**src/rtl/sw_sequencer.sv**
```systemverilog
// Switch-side driver for the picoMIPS core: buffers operand bytes, replays them on SW[8:0]
// with fixed setup/strobe/gap intervals and captures the LED value after each operand.
module sw_sequencer #(
    parameter int N_WORDS   = 4,
    parameter int SETUP_CYC = 4,
    parameter int HOLD_CYC  = 16,
    parameter int GAP_CYC   = 16
) (
    input  logic                         clk,
    input  logic                         reset,
    input  logic                         wr_en,
    input  logic [7:0]                   wr_data,
    input  logic                         start,
    input  logic [7:0]                   led,
    output logic [8:0]                   sw,
    output logic [7:0]                   result,
    output logic                         result_valid,
    output logic                         busy,
    output logic                         done,
    output logic                         full,
    output logic [$clog2(N_WORDS+1)-1:0] count
);
    localparam int CW   = $clog2(N_WORDS + 1);
    localparam int PW   = (N_WORDS > 1) ? $clog2(N_WORDS) : 1;
    localparam int MAXC = (SETUP_CYC > HOLD_CYC) ?
                          ((SETUP_CYC > GAP_CYC) ? SETUP_CYC : GAP_CYC) :
                          ((HOLD_CYC  > GAP_CYC) ? HOLD_CYC  : GAP_CYC);
    localparam int TW   = $clog2(MAXC + 1);

    typedef enum logic [2:0] {IDLE, SETUP, STROBE, GAP, FINISH} state_t;

    state_t          state;
    logic [7:0]      mem [N_WORDS];
    logic [PW-1:0]   wr_ptr, rd_ptr, rd_nxt;
    logic [CW-1:0]   left;
    logic [TW-1:0]   cnt;
    logic            wr_ok;

    assign wr_ok  = wr_en && (state == IDLE) && !full;
    assign rd_nxt = rd_ptr + 1'b1;

    // Storage carries no reset; validity is tracked by the pointers and count.
    always_ff @(posedge clk)
        if (wr_ok) mem[wr_ptr] <= wr_data;

    always_ff @(posedge clk or posedge reset) begin
        if (reset) begin
            state        <= IDLE;
            sw           <= '0;
            result       <= '0;
            result_valid <= 1'b0;
            busy         <= 1'b0;
            done         <= 1'b0;
            full         <= 1'b0;
            count        <= '0;
            wr_ptr       <= '0;
            rd_ptr       <= '0;
            left         <= '0;
            cnt          <= '0;
        end else begin
            result_valid <= 1'b0;
            case (state)
                IDLE: begin
                    if (wr_ok) begin
                        wr_ptr <= wr_ptr + 1'b1;
                        count  <= count + 1'b1;
                        full   <= (count == CW'(N_WORDS - 1));
                    end
                    if (start) begin
                        done <= 1'b0;
                        if (count != '0) begin
                            state <= SETUP;
                            busy  <= 1'b1;
                            sw    <= {1'b0, mem[rd_ptr]};
                            left  <= count;
                            cnt   <= TW'(SETUP_CYC - 1);
                        end
                    end
                end
                SETUP: begin
                    if (cnt == '0) begin
                        state <= STROBE;
                        sw[8] <= 1'b1;
                        cnt   <= TW'(HOLD_CYC - 1);
                    end else cnt <= cnt - 1'b1;
                end
                STROBE: begin
                    if (cnt == '0) begin
                        state <= GAP;
                        sw[8] <= 1'b0;
                        cnt   <= TW'(GAP_CYC - 1);
                    end else cnt <= cnt - 1'b1;
                end
                GAP: begin
                    if (cnt == '0) begin
                        // Last gap cycle: capture the core's answer and move to the next operand.
                        result       <= led;
                        result_valid <= 1'b1;
                        rd_ptr       <= rd_nxt;
                        left         <= left - 1'b1;
                        if (left > CW'(1)) begin
                            state <= SETUP;
                            sw    <= {1'b0, mem[rd_nxt]};
                            cnt   <= TW'(SETUP_CYC - 1);
                        end else begin
                            state <= FINISH;
                            busy  <= 1'b0;
                        end
                    end else cnt <= cnt - 1'b1;
                end
                FINISH: begin
                    done   <= 1'b1;
                    count  <= '0;
                    full   <= 1'b0;
                    wr_ptr <= '0;
                    rd_ptr <= '0;
                    left   <= '0;
                    state  <= IDLE;
                end
                default: state <= IDLE;
            endcase
        end
    end
endmodule

```
**config.mk**
```make
export PLATFORM = sky130hd
export DESIGN_NAME = sw_sequencer
export DESIGN_NICKNAME = d
export VERILOG_FILES = /design/src/rtl/sw_sequencer.sv
export SDC_FILE = /design/constraint.sdc
export NUM_CORES = 1
export LEC_CHECK = 0
export BUFFER_PORTS_ARGS = -buffer_cell sky130_fd_sc_hd__buf_2
export CAP_MARGIN = 40
export CORE_AREA = 2 2 110 112
export DETAILED_ROUTE_END_ITERATION = 16
export DIE_AREA = 0 0 112 114
export SLEW_MARGIN = 5
export SYNTH_ARGS = -nofsm -noshare
export SYNTH_HDL_FRONTEND = slang
export SYNTH_SLANG_ARGS = --single-unit
```
**constraint.sdc**
```tcl
create_clock -name clk -period 2.9 [get_ports clk]
set_clock_uncertainty 0.05 [all_clocks]
set_input_delay 0.29 -clock clk [delete_from_list [all_inputs] [get_ports clk]]
set_output_delay 0.29 -clock clk [all_outputs]
set_load 0.005 [all_outputs]
```
==> impl_metrics.env, run 1 <==
export IMPL_fin_util=0.350
export IMPL_synth_fp_nets=323
export IMPL_p_leak_nw=1.72
export IMPL_ys_seq_area_frac=0.568
export IMPL_grt_usage=0.115
export IMPL_final_cell_mix="buf_2 (43), dfrtp_1 (39), edfxtp_1 (32), nor2_1 (25), inv_1 (24)"
export IMPL_io_pins=44
export IMPL_ys_async_sr_fraction=0.549
export IMPL_stdcell_area_um2=4100
export IMPL_holdBufCountCts=0
export IMPL_seq_area_um2=1940
export IMPL_io_buffers=43
export IMPL_drt_vias_per_instance=4.81
export IMPL_synth_seq_cells=71
export IMPL_cts_path_max_buffers=2
export IMPL_status="finished, final reports clean"
export IMPL_synth_edff_count=32
export IMPL_cts_tree="built"
export IMPL_worstSetupPathType="register to register"
export IMPL_ant_nets=0
export IMPL_dpl_hpwl_um=5030
export IMPL_synthCells=292
export IMPL_hold_viol=0
export IMPL_place_area_um2=3780
export IMPL_synth_avg_cell_area_um2=11.7
export IMPL_dieArea_um2=12800
export IMPL_end_kind="register"
export IMPL_diodes=0
export IMPL_fin_crit_sh=0.761
export IMPL_overflow=0
export IMPL_n_fill_cell=1172
export IMPL_row_count=40
export IMPL_syn_area_um2=3410
export IMPL_p_per_area_nw_per_um2=1000
export IMPL_fp_dieH_um=114
export IMPL_syn_to_final_growth_pct=20.2
export IMPL_worstPathMaxFanout=11
export IMPL_max_cap_viol_count=0
export IMPL_multi_input_area_um2=1310
export IMPL_drtIter0Drc=65
export IMPL_cts_sinks=71
export IMPL_grt_pass1_wl_um=11700
export IMPL_rsz0062_at_grt="false"
export IMPL_synthFlopType="dfrtp_1"
export IMPL_fmax_ghz=0.453
export IMPL_setup_violations=0
export IMPL_hold_path_class="input port to async pin"
export IMPL_via_count=2354
export IMPL_die_x_um=112
export IMPL_clock_latency_ns=0.33
export IMPL_slew_headroom=0.520
export IMPL_yosysWarnings=0
export IMPL_holdWs_ns=0.0205
export IMPL_cts_root_buf="clkbuf_16"
export IMPL_drive_gt1_frac=0.249
export IMPL_report_final_slew_viol_count=0
export IMPL_grt_max_degree=25
export IMPL_ys_types=49
export IMPL_grt_pass1_vias=2378
export IMPL_antenna_found_initial=0
export IMPL_postCtsSetupBuffers=0
export IMPL_wirelength_um=6910
export IMPL_wl_per_cell_um=14.1
export IMPL_tns_ns=0
export IMPL_final_common_cell="buf_2"
export IMPL_clkTransAtPathRegs_ns=0.06
export IMPL_startpoint_type="register"
export IMPL_start_util=0.291
export IMPL_h_tree_depth=3
export IMPL_ir_drop_mv=0.377
export IMPL_fp_coreArea_um2=11700
export IMPL_cts_inserted_buffers=9
export IMPL_critPathRequiredTime_ns=3.06
export IMPL_min_period_ns=2.21
export IMPL_cts_resized=0
export IMPL_final_nets=368
export IMPL_worst_pin_slew_ns=0.720
export IMPL_gp_congestion=0.809
export IMPL_drcViolationCount=0
export IMPL_crit_arrival_ns=2.37
export IMPL_first_pass_iters=4
## through the flow
stage	power [mW]	cells	worst slack (ns)
global placement	2.91	473	0.790
floorplan	2.55	292	1.01
detailed placement	2.96	473	0.679
global route	4.42	489	0.509
finish	4.11	489	0.694
CTS	4.15	489	0.668
## cells in the mapped netlist (all sizes together), types with 4 or more instances
cell type	number	area share
dfrtp	39	0.29
edfxtp	32	0.28
nor2	27	0.031
inv	24	0.026
o21ai	16	0.023
a21oi	15	0.022
ha	11	0.040
mux2i	11	0.032
nand2	10	0.013
buf	9	0.016
mux2	9	0.030
a22oi	7	0.015
nand3	7	0.010
nor3	7	0.014
a21o	6	0.013
clkbuf	6	0.0066
o221ai	6	0.015
o31ai	6	0.013
and2	5	0.0092
a31oi	4	0.0073
o22ai	4	0.0073
xnor2	4	0.010
## routing by layer
layer | track usage | wire length (um)
met5 | 0 | 0
met1 | 0.144 | 3240
met4 | 0.0366 | 86
met3 | 0.0383 | 347
met2 | 0.192 | 3230
## cell type report
type                       count  area share
sequential                    71       0.472
multi-input combinational    182       0.319
timing repair buffer          49      0.0634
clock buffer                   9      0.0549
tap                          147      0.0448
clock inverter                 7      0.0238
inverter                      24      0.0220
## report_power, final
part | switching (mW) | internal [mW]
logic | 0.774 | 0.630
clock network | 0.423 | 0.753
registers | 0.226 | 1.30
total | 1.42 | 2.68
## worst paths after layout
kind                            start         to  slack [ns]  cells after the start
min reg2reg                      done       done        0.44                      2
max in group asynchronous       reset    left[1]        2.04                      3
min                             reset      sw[2]        0.02                      2
max                            cnt[0]  result[0]        0.69                      6
max reg2reg                    cnt[0]  result[0]        0.69                      6
min in group clk           wr_data[7]  mem[0][7]        0.13                      1
## worst max-delay path: stages, from the launching register on
cell	delay, ns
dfrtp_1	0.38
inv_1	0.14
ha_1	0.20
nor4b_4	0.46
nand2_4	0.12
inv_1	0.35
mux2_2	0.38
## cell families (layout without fill, tap and decap cells)
family	count (synthesis)	after routing	synth area share
AO/OA/AOI/OAI	76	76	0.156
XOR/XNOR	6	6	0.0154
adder cells (fa/ha/maj)	11	11	0.0403
buffers and inverters	39	89	0.0488
flip-flops	71	71	0.568
multiplexers	20	20	0.0620
AND/OR/NAND/NOR	69	69	0.110
## flip-flops by register name, indices dropped and copies added, names as in the netlist
name	cells
result	8
cnt	5
rd_ptr	2
full	1
wr_ptr	2
mem	32
done	1
busy	1
count	3
result_valid	1
state	3
left	3
sw	9
Note: power is estimated with default switching activity, not from simulation.
==> run 2: changes to the inputs <==
==> constraint.sdc (replaced) <==
create_clock -name clk -period 2 [get_ports clk]
set_clock_uncertainty 0.05 [all_clocks]
set_input_delay 0.2 -clock clk [delete_from_list [all_inputs] [get_ports clk]]
set_output_delay 0.2 -clock clk [all_outputs]
set_load 0.005 [all_outputs]
==> run 2 against run 1 <==
  * Routed wire length is 2.6% lower
  * Die area stayed put
  * Highest routed layer unchanged
  * Cell count rose by 2.0%
  * Clock-buffer cell count grew 1
  * Largest cell class unchanged
  * Global-route usage fell by 0.15 points
  * Critical path depth increased by 1
  * Register-to-register slack worse by 0.53 ns
  * Worst hold slack better by 0.019 ns
  * Critical endpoint is now result[6]
  * First-iteration DRC count is 80% higher
  * Non-clock buffer count is 10 higher
==> impl_metrics.env, run 2 (same netlist as run 1, synthesis figures left out) <==
export IMPL_status="finished, final reports clean"
export IMPL_first_pass_iters=4
export IMPL_via_count=2386
export IMPL_worst_pin_slew_ns=0.522
export IMPL_max_stage_delay_ns=0.37
export IMPL_startpoint_type="register"
export IMPL_crit_chain="inv_1 -> ha_1 -> nor4b_4 -> nand2_4 -> inv_1 -> buf_12 -> mux2_2"
export IMPL_drt_vias_per_instance=4.78
export IMPL_cts_inserted_buffers=9
export IMPL_grt_pass1_wl_um=11500
export IMPL_io_buffers=43
export IMPL_max_cap_viol_count=0
export IMPL_grt_pass1_vias=2326
export IMPL_tns_ns=0
export IMPL_critPathRequiredTime_ns=2.16
export IMPL_clkTransAtPathRegs_ns=0.06
export IMPL_report_final_slew_viol_count=0
export IMPL_power_total_mw=5.83
export IMPL_min_period_ns=1.84
export IMPL_hold_path_class="input port to register"
export IMPL_finalNonFillerCells=499
export IMPL_start_util=0.291
export IMPL_drcViolationCount=0
export IMPL_grt_max_degree=40
export IMPL_diodes=0
export IMPL_p_leak_nw=1.76
export IMPL_cts_tree="built"
export IMPL_fp_dieH_um=114
export IMPL_largest_register_ffs=32
export IMPL_wl_per_cell_um=13.5
export IMPL_final_nets=378
export IMPL_cts_root_buf="clkbuf_16"
export IMPL_cts_sinks=71
export IMPL_gp_congestion=0.795
export IMPL_dpl_hpwl_um=4940
export IMPL_dieArea_um2=12800
export IMPL_cpMostUsedCell="inv_1"
export IMPL_row_count=40
export IMPL_clock_latency_ns=0.33
export IMPL_reg_largest_list="mem x32, sw x9, result x8"
export IMPL_dp_cells=482
export IMPL_hold_viol=0
export IMPL_slew_headroom=0.652
export IMPL_drtIter0Drc=117
export IMPL_h_tree_depth=3
export IMPL_grt_usage=0.114
export IMPL_syn_to_final_growth_pct=22.2
export IMPL_cts_path_max_buffers=2
export IMPL_multi_input_area_um2=1310
export IMPL_io_pins=44
export IMPL_seq_area_um2=1940
export IMPL_wirelength_um=6730
export IMPL_p_per_area_nw_per_um2=1400
export IMPL_worstPathMaxFanout=11
export IMPL_overflow=0
export IMPL_ir_drop_mv=0.646
export IMPL_r2r_setup_slack_ns=0.16
export IMPL_antenna_found_initial=0
export IMPL_worstSetupPathType="register to register"
export IMPL_setup_violations=0
export IMPL_end_kind="register"
export IMPL_die_x_um=112
export IMPL_final_cell_mix="buf_2 (43), dfrtp_1 (39), edfxtp_1 (32), nor2_1 (25), inv_1 (24)"
export IMPL_crit_path_top_delay_cell="dfrtp_1"
export IMPL_fp_coreArea_um2=11700
export IMPL_drive_gt1_frac=0.264
export IMPL_fin_crit_sh=0.919
export IMPL_n_fill_cell=1160
export IMPL_ant_nets=0
export IMPL_final_common_cell="buf_2"
export IMPL_postCtsSetupBuffers=0
export IMPL_rsz0062_at_grt="false"
export IMPL_fmax_ghz=0.544
export IMPL_top_register="mem"
export IMPL_crit_arrival_ns=2.00
export IMPL_fin_util=0.356
run 2: cell count changes in the layout (fill, tap and decap cells not counted):
cell	delta
clkbuf_1	+1
buf_4	+6
buf_12	+3
inv_6	+1
dlygate4sd3_1	+1
bufinv_16	-2
run 2: repair_timing:
item	in CTS	in global routing
endpoints found under the setup margin	0	0
resized for setup	0	0
hold buffers	1	0
endpoints found under the hold margin	39	0
run 2: worst max-delay path: cells and delay by family, from the launching register on:
kind | cells | cell delay [ns]
fa+ha+maj | 1 | 0.18
mux | 1 | 0.33
buf+inv | 3 | 0.39
simple gates | 2 | 0.40
flops | 1 | 0.37
run 2: worst paths after layout:
check | from | to | depth (start not counted)
worst max-delay path | cnt[0] | result[6] | 7
worst min-delay path | wr_data[5] | mem[1][5] | 1
worst max register to register | cnt[0] | result[6] | 7
worst min register to register | done | done | 2
max in group asynchronous | reset | cnt[2] | 4
min in group asynchronous | reset | result[4] | 4
run 2: through the flow:
| stage | worst slack, ns | area [um^2] | hold WS [ns] |
|---|---|---|---|
| after floorplan | 0.113 | 3410 | 0.249 |
| after global placement | 0.197 | 3880 | 0.305 |
| after detailed placement | 0.145 | 3880 | 0.316 |
| after CTS | 0.151 | 4170 | 0.0267 |
| after global routing | 0.0501 | 4170 | 0.0375 |
| final | 0.163 | 4170 | 0.0397 |
run 2: metal layers:
| layer | global-route usage | wire length (um) | share of wire |
|---|---|---|---|
| met5 | 0 | 0 | 0 |
| met2 | 0.172 | 3130 | 0.47 |
| met3 | 0.0404 | 392 | 0.058 |
| met1 | 0.152 | 3160 | 0.47 |
| met4 | 0.0439 | 48 | 0.0071 |
run 2: power by group:
| group | internal (mW) | total, mW | switching [mW] |
|---|---|---|---|
| sequential | 1.88 | 2.18 | 0.302 |
| clock | 0.844 | 1.45 | 0.607 |
| combinational | 1.04 | 2.20 | 1.16 |
run 2: area by class of cell:
| type | instances | share of cell area |
|---|---|---|
| multi-input combinational | 182 | 0.314 |
| sequential | 71 | 0.464 |
| clock buffer | 10 | 0.0549 |
| inverter | 24 | 0.0216 |
| tap | 147 | 0.0441 |
| timing repair buffer | 59 | 0.0900 |
| clock inverter | 6 | 0.0111 |
==> run 3: changes to the inputs <==
--- a/config.mk
+++ b/config.mk
@@ -5,11 +5,12 @@
 export SDC_FILE = /design/constraint.sdc
 export NUM_CORES = 1
 export LEC_CHECK = 0
+export ABC_AREA = 1
 export BUFFER_PORTS_ARGS = -buffer_cell sky130_fd_sc_hd__buf_2
 export CAP_MARGIN = 40
-export CORE_AREA = 2 2 110 112
+export CORE_AREA = 2 2 99 101
 export DETAILED_ROUTE_END_ITERATION = 16
-export DIE_AREA = 0 0 112 114
+export DIE_AREA = 0 0 101 103
 export SLEW_MARGIN = 5
 export SYNTH_ARGS = -nofsm -noshare
 export SYNTH_HDL_FRONTEND = slang
==> run 3 against run 2 <==
  * Power down 57%
  * Register-to-register slack gained 0.10 ns
  * Setup slack better by 0.10 ns
  * Via count increased by 25%
  * Critical endpoint is now left[1]
  * Largest power group is now registers
  * Highest routed layer unchanged
==> impl_metrics.env, run 3 <==
export IMPL_status="finished, final reports clean"
export IMPL_synth_area_leaders="dfrtp_1 (26%), edfxtp_1 (26%), nand2_1 (23%)"
export IMPL_worstSetupPathType="register to register"
export IMPL_final_common_cell="nand2_1"
export IMPL_holdPathEnd="result[0]"
export IMPL_ant_nets=0
export IMPL_first_pass_iters=4
export IMPL_synth_seq_cells=71
export IMPL_gp_congestion=0.789
export IMPL_worstPathMaxFanout=10
export IMPL_min_period_ns=1.74
export IMPL_critPathRequiredTime_ns=2.18
export IMPL_final_cell_mix="nand2_1 (230), inv_1 (50), buf_2 (43), dfrtp_1 (39), nand3_1 (33)"
export IMPL_rr_worst_depth=11
export IMPL_synth_edff_count=32
export IMPL_rsz0062_at_grt="false"
export IMPL_synthFlopType="dfrtp_1"
export IMPL_ys_async_sr_fraction=0.549
export IMPL_postCtsSetupBuffers=0
export IMPL_multi_input_area_um2=1470
export IMPL_top_layer="met4"
export IMPL_top_register="mem"
export IMPL_switching_power_mw=0.546
export IMPL_crit_path_top_delay_cell="dfrtp_1"
export IMPL_synth_top_area_share=0.265
export IMPL_synth_commonest_cells="nand2_1 (230), inv_1 (50), dfrtp_1 (39)"
export IMPL_wl_met3_um=365
export IMPL_end_kind="register"
export IMPL_hold_depth=3
export IMPL_worst_pin_slew_ns=0.489
export IMPL_seq_area_um2=1940
export IMPL_final_nets=555
export IMPL_synth_avg_cell_area_um2=7.94
export IMPL_max_cap_viol_count=0
export IMPL_p_leak_nw=2.27
export IMPL_drive_gt1_frac=0.172
export IMPL_wl_per_cell_um=12.4
export IMPL_antenna_found_initial=0
export IMPL_startpoint_type="register"
export IMPL_setup_ws_ns=0.263
export IMPL_r2r_end="left[1]"
export IMPL_overflow=0
export IMPL_pre_cts_slack_ns=0.285
export IMPL_dieArea_um2=10400
export IMPL_pwr_share_clk=0.379
export IMPL_syn_to_final_growth_pct=16.4
export IMPL_reg2reg_from="cnt[0]"
export IMPL_n_fill_cell=953
export IMPL_fmax_ghz=0.576
export IMPL_ys_seq_area_frac=0.525
export IMPL_row_count=36
export IMPL_grt_pass1_vias=2880
export IMPL_cts_tree="built"
export IMPL_fp_dieH_um=103
export IMPL_slew_headroom=0.674
export IMPL_via_count=2994
export IMPL_report_final_slew_viol_count=0
export IMPL_dpl_hpwl_um=5600
export IMPL_internal_power_mw=1.98
export IMPL_tns_ns=0
export IMPL_r2r_setup_slack_ns=0.26
export IMPL_cpMostUsedCell="nand2_1"
export IMPL_max_stage_delay_ns=0.42
export IMPL_setup_violations=0
export IMPL_crit_chain="inv_1 -> ha_1 -> inv_1 -> nor2_1 -> nand2_1 -> nor2_2 -> inv_2 -> nand2_1 -> nand2_1 -> nand2_1 -> nand2_1"
export IMPL_drcViolationCount=0
export IMPL_grt_usage=0.165
export IMPL_grt_pass1_wl_um=13300
export IMPL_drt_vias_per_instance=4.66
export IMPL_clock_latency_ns=0.35
export IMPL_fin_crit_sh=0.868
export IMPL_synth_most_common_cell="nand2_1"
export IMPL_clkTransAtPathRegs_ns=0.08
export IMPL_start_util=0.390
export IMPL_synthCells=464
export IMPL_met2_length_um=3740
export IMPL_synth_fp_nets=495
export IMPL_switching_share=0.216
export IMPL_comb_power_share=0.018
export IMPL_io_pins=44
export IMPL_hold_viol=0
export IMPL_p_per_area_nw_per_um2=590
export IMPL_cts_sinks=71
export IMPL_cts_root_buf="clkbuf_8"
export IMPL_hp_start="led[0]"
export IMPL_diodes=0
export IMPL_grt_max_degree=40
export IMPL_largest_register_ffs=32
export IMPL_die_x_um=101
export IMPL_crit_arrival_ns=1.92
export IMPL_syn_area_um2=3690
export IMPL_cts_path_max_buffers=2
export IMPL_wl_met1_um=3740
export IMPL_cts_inserted_buffers=9
export IMPL_ys_types=28
export IMPL_yosysWarnings=0
export IMPL_drtIter0Drc=162
export IMPL_reg_largest_list="mem x32, sw x9, result x8"
export IMPL_hold_path_class="input port to register"
export IMPL_h_tree_depth=3
export IMPL_ir_drop_mv=0.277
export IMPL_sequentialPowerShare=0.603
export IMPL_wirelength_um=7950
export IMPL_io_buffers=43
export IMPL_synth_top_area_cell="dfrtp_1"
export IMPL_fp_coreArea_um2=9460
==> run 3: cell count changes after synthesis, sizes merged, moves of 7 or more <==
cell | previous run | this run
nor2 | 27 | 13
nand2 | 10 | 235
mux2i | 11 | 0
a22oi | 7 | 0
inv | 24 | 57
mux2 | 9 | 0
a21oi | 15 | 1
nand3 | 7 | 36
==> run 3: metal layers <==
| layer | global-route usage | vias to the layer above |
|---|---|---|
| li1 | - | 1563 |
| met1 | 0.213 | 1367 |
| met2 | 0.269 | 54 |
| met3 | 0.0434 | 10 |
| met4 | 0.0634 | 0 |
| met5 | 0 | - |
==> run 3: repair_timing <==
action                                  in CTS  in global routing
hold endpoints to repair                    41                  4
resized for setup                            0                  0
hold buffers                                 3                  1
endpoints found under the setup margin       0                  0
==> run 3: power groups by stage <==
| stage | Clock [mW] | Combinational [mW] | Sequential [mW] |
|---|---|---|---|
| finish | 0.959 | 0.0465 | 1.52 |
| global route | 1.08 | 0.0551 | 1.52 |
| CTS | 1.00 | 0.0475 | 1.52 |
| detailed placement | 0 | 0.0429 | 1.56 |
| global placement | 0 | 0.0419 | 1.56 |
| floorplan | 0 | 0.0116 | 1.56 |
==> run 3: worst max path at each step <==
| stage | depth (start not counted) | slack, ns | from | endpoint |
|---|---|---|---|---|
| 2_1_floorplan | 5 | 0.38 | state[0] | mem[0][0] |
| 3_3_place_gp | 11 | 0.34 | cnt[0] | left[0] |
| 3_5_place_dp | 11 | 0.29 | cnt[0] | left[1] |
| 4_1_cts | 11 | 0.26 | cnt[0] | left[1] |
| 5_1_grt | 11 | 0.13 | cnt[0] | left[0] |
| 6_report | 11 | 0.26 | cnt[0] | left[1] |
==> run 3: cells by family (layout without fill, tap and decap cells) <==
group | Yosys count | count (layout) | share of synthesized area
flip-flops | 71 | 71 | 0.525
XOR/XNOR | 4 | 4 | 0.00951
AND/OR/NAND/NOR | 290 | 290 | 0.325
AO/OA/AOI/OAI | 18 | 18 | 0.0272
adder cells (fa/ha/maj) | 11 | 11 | 0.0373
buffers and inverters | 70 | 135 | 0.0754
==> run 3: worst max-delay path, delay by kind of cell, from the launching register on <==
| family | cells | cell delay [ns] |
|---|---|---|
| simple gates | 7 | 0.76 |
| fa+ha+maj | 1 | 0.14 |
| flops | 1 | 0.42 |
| buf+inv | 3 | 0.24 |
==> run 3: metrics by stage <==
step	total power, mW	hold slack [ns]	cell area [um^2]	std cells	utilization
2_1_floorplan	1.57	0.249	3690	464	-
3_3_place_gp	1.60	0.294	4090	623	0.433
3_5_place_dp	1.60	0.303	4090	623	0.433
4_1_cts	2.57	0.000958	4280	642	0.452
5_1_grt	2.66	0.000862	4290	643	0.453
6_report	2.53	0.00943	4290	643	0.453
==> run 3: cell type report <==
cell class,count,area share
well taps,114,0.0333
multi-input cells,323,0.343
clock inverters,5,0.00583
flip-flops and latches,71,0.452
clock buffers,11,0.0306
inverters,57,0.0499
repair buffers,62,0.0858
